File: config.mk
export PLATFORM = sky130hd
export DESIGN_NAME = serial_adder_n
export DESIGN_NICKNAME = d
export VERILOG_FILES = /design/src/rtl/pe_arith_pkg.sv /design/src/rtl/adder_n.sv /design/src/rtl/serial_adder_n.sv
export SDC_FILE = /design/constraint.sdc
export NUM_CORES = 1
export LEC_CHECK = 0
export CAP_MARGIN = 20
export CORE_ASPECT_RATIO = 1.75
export CORE_MARGIN = 2
export CORE_UTILIZATION = 51
export DETAILED_ROUTE_END_ITERATION = 16
export GPL_TIMING_DRIVEN = 0
export PLACE_DENSITY = 0.9
export SYNTH_ARGS = -nofsm -noshare
export SYNTH_HDL_FRONTEND = slang
export SYNTH_HIERARCHICAL = 1
export SYNTH_SLANG_ARGS = --single-unit
File: constraint.sdc
create_clock -name clk_i -period 3.1 [get_ports clk_i]
set_input_delay 0.62 -clock clk_i [delete_from_list [all_inputs] [get_ports clk_i]]
set_output_delay 0.62 -clock clk_i [all_outputs]
set_load 0.01 [all_outputs]
File: src/rtl/pe_arith_pkg.sv
// Shared types and helpers for the PE arithmetic blocks (serial adder, subtractor).
package pe_arith_pkg;

  typedef enum logic [1:0] {
    IDLE = 2'd0,
    RUN  = 2'd1,
    DONE = 2'd2
  } serial_state_t;

  // Counter width for n chunks; never narrower than one bit so the counter always exists.
  function automatic int clog2_min1(input int n);
    int w;
    w = 0;
    while ((1 << w) < n) w++;
    return (w < 1) ? 1 : w;
  endfunction

endpackage

File: src/rtl/adder_n.sv
// Combinational ripple-carry adder; bit 0 collapses to a half adder when carry-in is unused.
module adder_n #(
  parameter int nb_bit       = 1,
  parameter bit use_carry_in = 1'b1
) (
  input  logic [nb_bit-1:0] a_i,
  input  logic [nb_bit-1:0] b_i,
  input  logic              carry_i,
  output logic [nb_bit-1:0] sum_o,
  output logic              carry_o
);

  logic [nb_bit:0] c;

  assign c[0] = use_carry_in ? carry_i : 1'b0;

  for (genvar i = 0; i < nb_bit; i++) begin : g_bit
    if (i == 0 && !use_carry_in) begin : g_half
      assign sum_o[i] = a_i[i] ^ b_i[i];
      assign c[i+1]   = a_i[i] & b_i[i];
    end else begin : g_full
      assign sum_o[i] = a_i[i] ^ b_i[i] ^ c[i];
      assign c[i+1]   = (a_i[i] & b_i[i]) | (c[i] & (a_i[i] ^ b_i[i]));
    end
  end

  assign carry_o = c[nb_bit];

endmodule

File: src/rtl/serial_adder_n.sv
// Multi-cycle adder: sums chunk_bit bits per clock, LSB chunk first, behind valid/ready on both sides.
// Handshake: a transfer happens on a rising edge where valid and ready are both high;
// the producer holds valid and data stable until that edge, and ready never depends on valid.
module serial_adder_n
  import pe_arith_pkg::*;
#(
  parameter int nb_bit    = 8,
  parameter int chunk_bit = 1
) (
  input  logic              clk_i,
  input  logic              rst_i,
  input  logic              valid_i,
  output logic              ready_o,
  input  logic [nb_bit-1:0] a_i,
  input  logic [nb_bit-1:0] b_i,
  input  logic              carry_i,
  output logic              valid_o,
  input  logic              ready_i,
  output logic [nb_bit-1:0] sum_o,
  output logic              carry_o,
  output serial_state_t     state_o
);

  localparam int nb_chunk = nb_bit / chunk_bit;
  localparam int cnt_w    = clog2_min1(nb_chunk);

  if (nb_bit < 1 || chunk_bit < 1 || (nb_bit % chunk_bit) != 0) begin : g_bad_params
    $error("serial_adder_n: nb_bit must be >= 1 and a multiple of chunk_bit");
  end

  serial_state_t         state_q, state_d;
  logic [nb_bit-1:0]     a_q, b_q, sum_q;
  logic                  carry_q, carry_out_q;
  logic [cnt_w-1:0]      cnt_q;
  logic [chunk_bit-1:0]  chunk_sum;
  logic                  chunk_carry;
  logic                  last_chunk;

  adder_n #(
    .nb_bit       (chunk_bit),
    .use_carry_in (1'b1)
  ) u_chunk_add (
    .a_i     (a_q[chunk_bit-1:0]),
    .b_i     (b_q[chunk_bit-1:0]),
    .carry_i (carry_q),
    .sum_o   (chunk_sum),
    .carry_o (chunk_carry)
  );

  assign last_chunk = (cnt_q == cnt_w'(nb_chunk - 1));

  always_ff @(posedge clk_i) begin
    if (rst_i) state_q <= IDLE;
    else       state_q <= state_d;
  end

  always_comb begin
    state_d = state_q;
    case (state_q)
      IDLE:    if (valid_i)    state_d = RUN;
      RUN:     if (last_chunk) state_d = DONE;
      DONE:    if (ready_i)    state_d = IDLE;
      default:                 state_d = IDLE;
    endcase
  end

  // carry_q feeds the chunk adder; carry_out_q is the visible result and only moves during RUN.
  always_ff @(posedge clk_i) begin
    if (rst_i) begin
      a_q         <= '0;
      b_q         <= '0;
      sum_q       <= '0;
      carry_q     <= 1'b0;
      carry_out_q <= 1'b0;
      cnt_q       <= '0;
    end else begin
      case (state_q)
        IDLE: begin
          if (valid_i) begin
            a_q     <= a_i;
            b_q     <= b_i;
            carry_q <= carry_i;
            cnt_q   <= '0;
          end
        end
        RUN: begin
          a_q         <= a_q >> chunk_bit;
          b_q         <= b_q >> chunk_bit;
          sum_q       <= nb_bit'({chunk_sum, sum_q} >> chunk_bit);
          carry_q     <= chunk_carry;
          carry_out_q <= chunk_carry;
          cnt_q       <= cnt_q + cnt_w'(1);
        end
        default: ;
      endcase
    end
  end

  assign ready_o = (state_q == IDLE);
  assign valid_o = (state_q == DONE);
  assign sum_o   = sum_q;
  assign carry_o = carry_out_q;
  assign state_o = state_q;

endmodule

; ---- Word level (Yosys, flattened, before mapping)
; Index checks and enable logic that the tools add are counted.
[classes]
addsub = 1
mul = 0
div_mod_pow = 0
n_lt_le_gt_ge = 0
eq_ne = 6
n_shift = 0
n_mux = 12
n_bitwise = 5
n_reduce_logical = 4
[ops]
columns = operator, count
row1 = 8-bit one-hot mux with 2 select lines, 2
row2 = 8-bit 2-to-1 mux, 2
row3 = 2-bit 2-to-1 mux, 3
row4 = 2-bit one-hot mux with 3 select lines, 1
row5 = 3-bit one-hot mux with 2 select lines, 1
row6 = 2-bit inequality test (second input constant), 2
row7 = 3-bit by 1-bit adder with 3-bit output (second input constant), 1
row8 = 3-bit == test (second input constant), 1
row9 = 3-bit 2-to-1 mux, 1
row10 = 3-bit AND reduction, 1
row11 = 1-bit bitwise AND, 2
row12 = 2-bit by 1-bit == test with 1-bit output (second input constant), 1
row13 = 2-bit == test (second input constant), 1
row14 = 2-bit logical NOT, 1
row15 = 2-bit by 1-bit inequality test with 1-bit output (second input constant), 1
row16 = 1-bit one-hot mux with 2 select lines, 1
row17 = 2-bit AND reduction, 1
row18 = 2-bit nonzero test, 1
row19 = 1-bit bitwise XOR, 2
row20 = 1-bit 2-to-1 mux, 1
row21 = 1-bit OR, 1
[totals]
ff_bits = 31
latch_bits = 0
ram_bits = 0
mem_bits_ro = 0
input_bits = 21
output_inout_bits = 13
elab_cells = 35
n_memories = 0

; ---- Logic depth before layout (Yosys ltp)
[logic_depth]
ltp_word = 4
mapped_depth = 6
mapped_depth_nobuf = 5

; ---- Cells and area by module
; Netlist, hierarchy kept.
[modules_own_cells]
columns = mod, n_inst, cells_per_inst, area_per_inst_um2, seq_area_each_um2
row1 = serial_adder_n, 1, 139, 1326.3, 620.6
row2 = adder_n, 1, 1, 20.0, 0.0

; ---- Worst setup path before layout
; No wires, ideal clock.
[synth_timing]
kind = in2reg
start = in valid_i
end = reg a_q[0]
setup_time_ns = 0.119
t_arrival_ns = 1.267
t_required_ns = 2.981
slack_ns = 1.714
stages = 4
path_buffers = 2
path_cell_list = o21ba_1 -> buf_4 -> buf_6 -> o221a_1
[synth_via]
elab_chain_cells = 2
[synth_rtl]
columns = element, line
row1 = start: declaration, serial_adder_n.sv:12  ; input logic valid_i,
row2 = 2-bit inequality test (no source line), -
row3 = 2-bit AND reduction (no source line), -
row4 = end signal: assignment, serial_adder_n.sv:80  ; a_q <= a_i;
row5 = end signal: assignment, serial_adder_n.sv:87  ; a_q <= a_q >> chunk_bit;
row6 = end: declaration, serial_adder_n.sv:32  ; logic [nb_bit-1:0] a_q, b_q, sum_q;
; No other way between the ends.
; A chain may end at the register's enable or synchronous reset.

; ---- Worst setup path in the final report
[layout_timing]
start = reg state_q[1] (netlist: state_o[1])
end = out valid_o
[layout_via]
elab_chain_cells = 1
[layout_rtl]
columns = element, line
row1 = start: declaration, serial_adder_n.sv:31  ; serial_state_t state_q, state_d;
row2 = start signal: assignment, serial_adder_n.sv:54  ; else state_q <= state_d;
row3 = 2-bit == test, serial_adder_n.sv:100  ; assign valid_o = (state_q == DONE);
row4 = end: declaration, serial_adder_n.sv:17  ; output logic valid_o,
; No other way between the ends.

==> impl_metrics.env <==
export IMPL_slew_headroom_pct=70.54
export IMPL_cts_buffers_inserted=5
export IMPL_cts_max_level=2
export IMPL_vias_per_cell=5.655
export IMPL_post_route_period_util_pct=69.15
export IMPL_vias=1165
export IMPL_dp_worst_setup_slack_ps=1048
export IMPL_die_x_um=42.84
export IMPL_rsz0062_at_grt="no"
export IMPL_timing_fmax_ghz=0.4665
export IMPL_gp_congestion=0.7872
export IMPL_wl_per_cell_um=14.53
export IMPL_cts_root_buf="clkbuf_8"
export IMPL_worstPathRequired_ps=2480
export IMPL_hold_slack_ps=469.6
export IMPL_layout_drive_gt1_share_pct=15.56
export IMPL_synth_edf_count=0
export IMPL_cap_violations=0
export IMPL_worst_setup_path_type="flop to primary output"
export IMPL_ant_nets=0
export IMPL_pin_count=34
export IMPL_die_y_um=71.97
export IMPL_holdPathStages=2
export IMPL_firstDrtPassIters=4
export IMPL_synthDistinctLibCells=26
export IMPL_wl_um=2993
export IMPL_cp_start_kind="flop"
export IMPL_cellPowerDensity_nw_per_um2=502.0
export IMPL_diodes=0
export IMPL_netlist_area_um2=1346
export IMPL_cts_tree="done"
export IMPL_grt_pass1_vias=1176
export IMPL_finalHoldViolations=0
export IMPL_ys_seq_elements=31
export IMPL_yosysMostFrequentCell="dfxtp_1"
export IMPL_post_cts_setup_buffers=0
export IMPL_hpwl_um=2150
export IMPL_fillers=199
export IMPL_max_stage_delay_ps=560
export IMPL_die_area_um2=3083
export IMPL_syn2layout_area_growth_pct=33.46
export IMPL_clock_sinks=31
export IMPL_synth_largest_area_cell="dfxtp_1"
export IMPL_synth_area_top_cells="dfxtp_1 (46%), o221a_1 (12%), a21oi_1 (5.9%), nand2_1 (5.0%), a21oi_2 (4.6%)"
export IMPL_core_area_um2=2492
export IMPL_ff_latch_area_um2=620.6
export IMPL_synth_nets=164
export IMPL_num_rows=24
export IMPL_ctsHoldBuffers=0
export IMPL_grt_pass1_wl_um=4988
export IMPL_io_buffers=33
export IMPL_drtIter0Drc=16
export IMPL_synthDominantCellAreaShare_pct=46.10
export IMPL_arrival_ps=1520
export IMPL_multiInputGateArea_um2=579.3
export IMPL_holdCritPathClass="flop to flop"
export IMPL_fin_setup_tns_ps=0
export IMPL_grt_ovfl_total=0
export IMPL_setup_ws_ps=956.3
export IMPL_crit_cells=2
export IMPL_endpoint_kind="primary output"
export IMPL_grt_max_degree=11
export IMPL_grt_use_total_pct=22.02
export IMPL_initial_core_util_pct=54.02
export IMPL_layout_min_cycle_time_ps=2144
export IMPL_path_clk_slew_ps=70
export IMPL_cts_buffer_depth=2
export IMPL_drv_slew=0
export IMPL_worstMarginPinSlew_ps=441.9
export IMPL_r2r_cells=5
export IMPL_synth_cells=140
export IMPL_antenna_found_initial=0
export IMPL_vdd_drop_max_v=0.0003958
export IMPL_drt_drc_violations_left=0
export IMPL_status="finished, final reports clean"
export IMPL_yosysSeqAreaShare_pct=46.10
export IMPL_clk_latency_ps=290
export IMPL_synth_warning_count=6
export IMPL_crit_chain="nor2b_1 -> clkdlybuf4s50_1"
export IMPL_crit_fanout=8
export IMPL_final_nets=204
export IMPL_syn_avg_cell_area_um2=9.616
export IMPL_cp_slowest_cell="clkdlybuf4s50_1"
export IMPL_finalSetupViolCount=0
export IMPL_synth_common_cells="dfxtp_1 (31), nand2_1 (18), a21oi_1 (16), inv_1 (16), o221a_1 (14)"
export IMPL_p_leak_nw=0.6775
export IMPL_cts_resized=0
export IMPL_cp_top_family="buffers and inverters"
export IMPL_cp_num_buf_inv=1
export IMPL_async_flop_share_pct=0
export IMPL_skew_ps=7.494
export IMPL_synth_ff_type="dfxtp_1"
-- per-layer routing --
metal / GRT usage, % / vias to the layer above / share of wire (%)
met2: 36.87 / 33 / 52
met4: 14.58 / 0 / 3.7
li1: - / 563 / -
met5: 0 / - / 0
met1: 21.99 / 559 / 39
met3: 8.458 / 10 / 5.3
-- sequential cells by signal, summed over array words and instances (netlist names) --
name and flops:
carry_q 1, a_q 8, b_q 8, cnt_q 3, carry_o 1, state_o 2, sum_o 8
-- logic make-up after synthesis --
kind of cell / after synthesis / share of synthesized area, %
compound gates: 46 / 28.35
simple gates: 31 / 9.851
flops: 31 / 46.10
buf+inv: 27 / 10.87
fa+ha+maj: 3 / 3.345
mux: 2 / 1.487
-- where the power goes --
group          internal (mW)  total [mW]  switching [mW]
logic                 0.0735       0.136          0.0627
clock network          0.174       0.328           0.154
registers              0.423       0.438          0.0152
total                  0.670       0.902           0.232
-- cells in the final DEF, fill, tap and decap left out, types with 3 or more instances in the layout --
cell type / instances
a21oi_1: 16
a21oi_2: 7
a22oi_1: 3
buf_2: 3
buf_6: 3
clkbuf_8: 6
clkdlybuf4s50_1: 33
dfxtp_1: 31
inv_1: 16
nand2_1: 18
nor2_1: 6
o221a_1: 14
-- worst reg2reg max path, stage by stage, from the launching register on --
cell	delay [ps]
dfxtp_1	320
buf_6	140
nor2_2	160
nand2_2	130
buf_2	220
o221a_1	240
-- area by class of cell --
cell class | instances | area share (%)
Buffer | 11 | 4.805
Clock buffer | 6 | 4.596
Clock inverter | 1 | 0.2786
Inverter | 16 | 3.343
Multi-Input combinational cell | 82 | 32.24
Sequential cell | 31 | 34.54
Tap cell | 26 | 1.811
Timing Repair Buffer | 33 | 18.38
-- through the flow --
stage | total power [mW] | instance area [um2] | cells | utilization [%]
after floorplan | 0.5260 | 1346 | 140 | -
after global placement | 0.5756 | 1709 | 199 | 68.57
after detailed placement | 0.5815 | 1709 | 199 | 68.57
after CTS | 0.9113 | 1797 | 206 | 72.09
after global routing | 0.9340 | 1797 | 206 | 72.09
final | 0.9020 | 1797 | 206 | 72.09
-- path summary, 6_finish.rpt --
| kind | startpoint | endpoint | slack, ps |
|---|---|---|---|
| hold reg to reg | carry_o | carry_o | 470 |
| setup reg to reg | state_o[0] | a_q[3] | 1770 |
| setup / recovery | state_o[1] | valid_o | 960 |
| hold / removal | carry_o | carry_o | 470 |
Power figures use the tool's default switching activity.
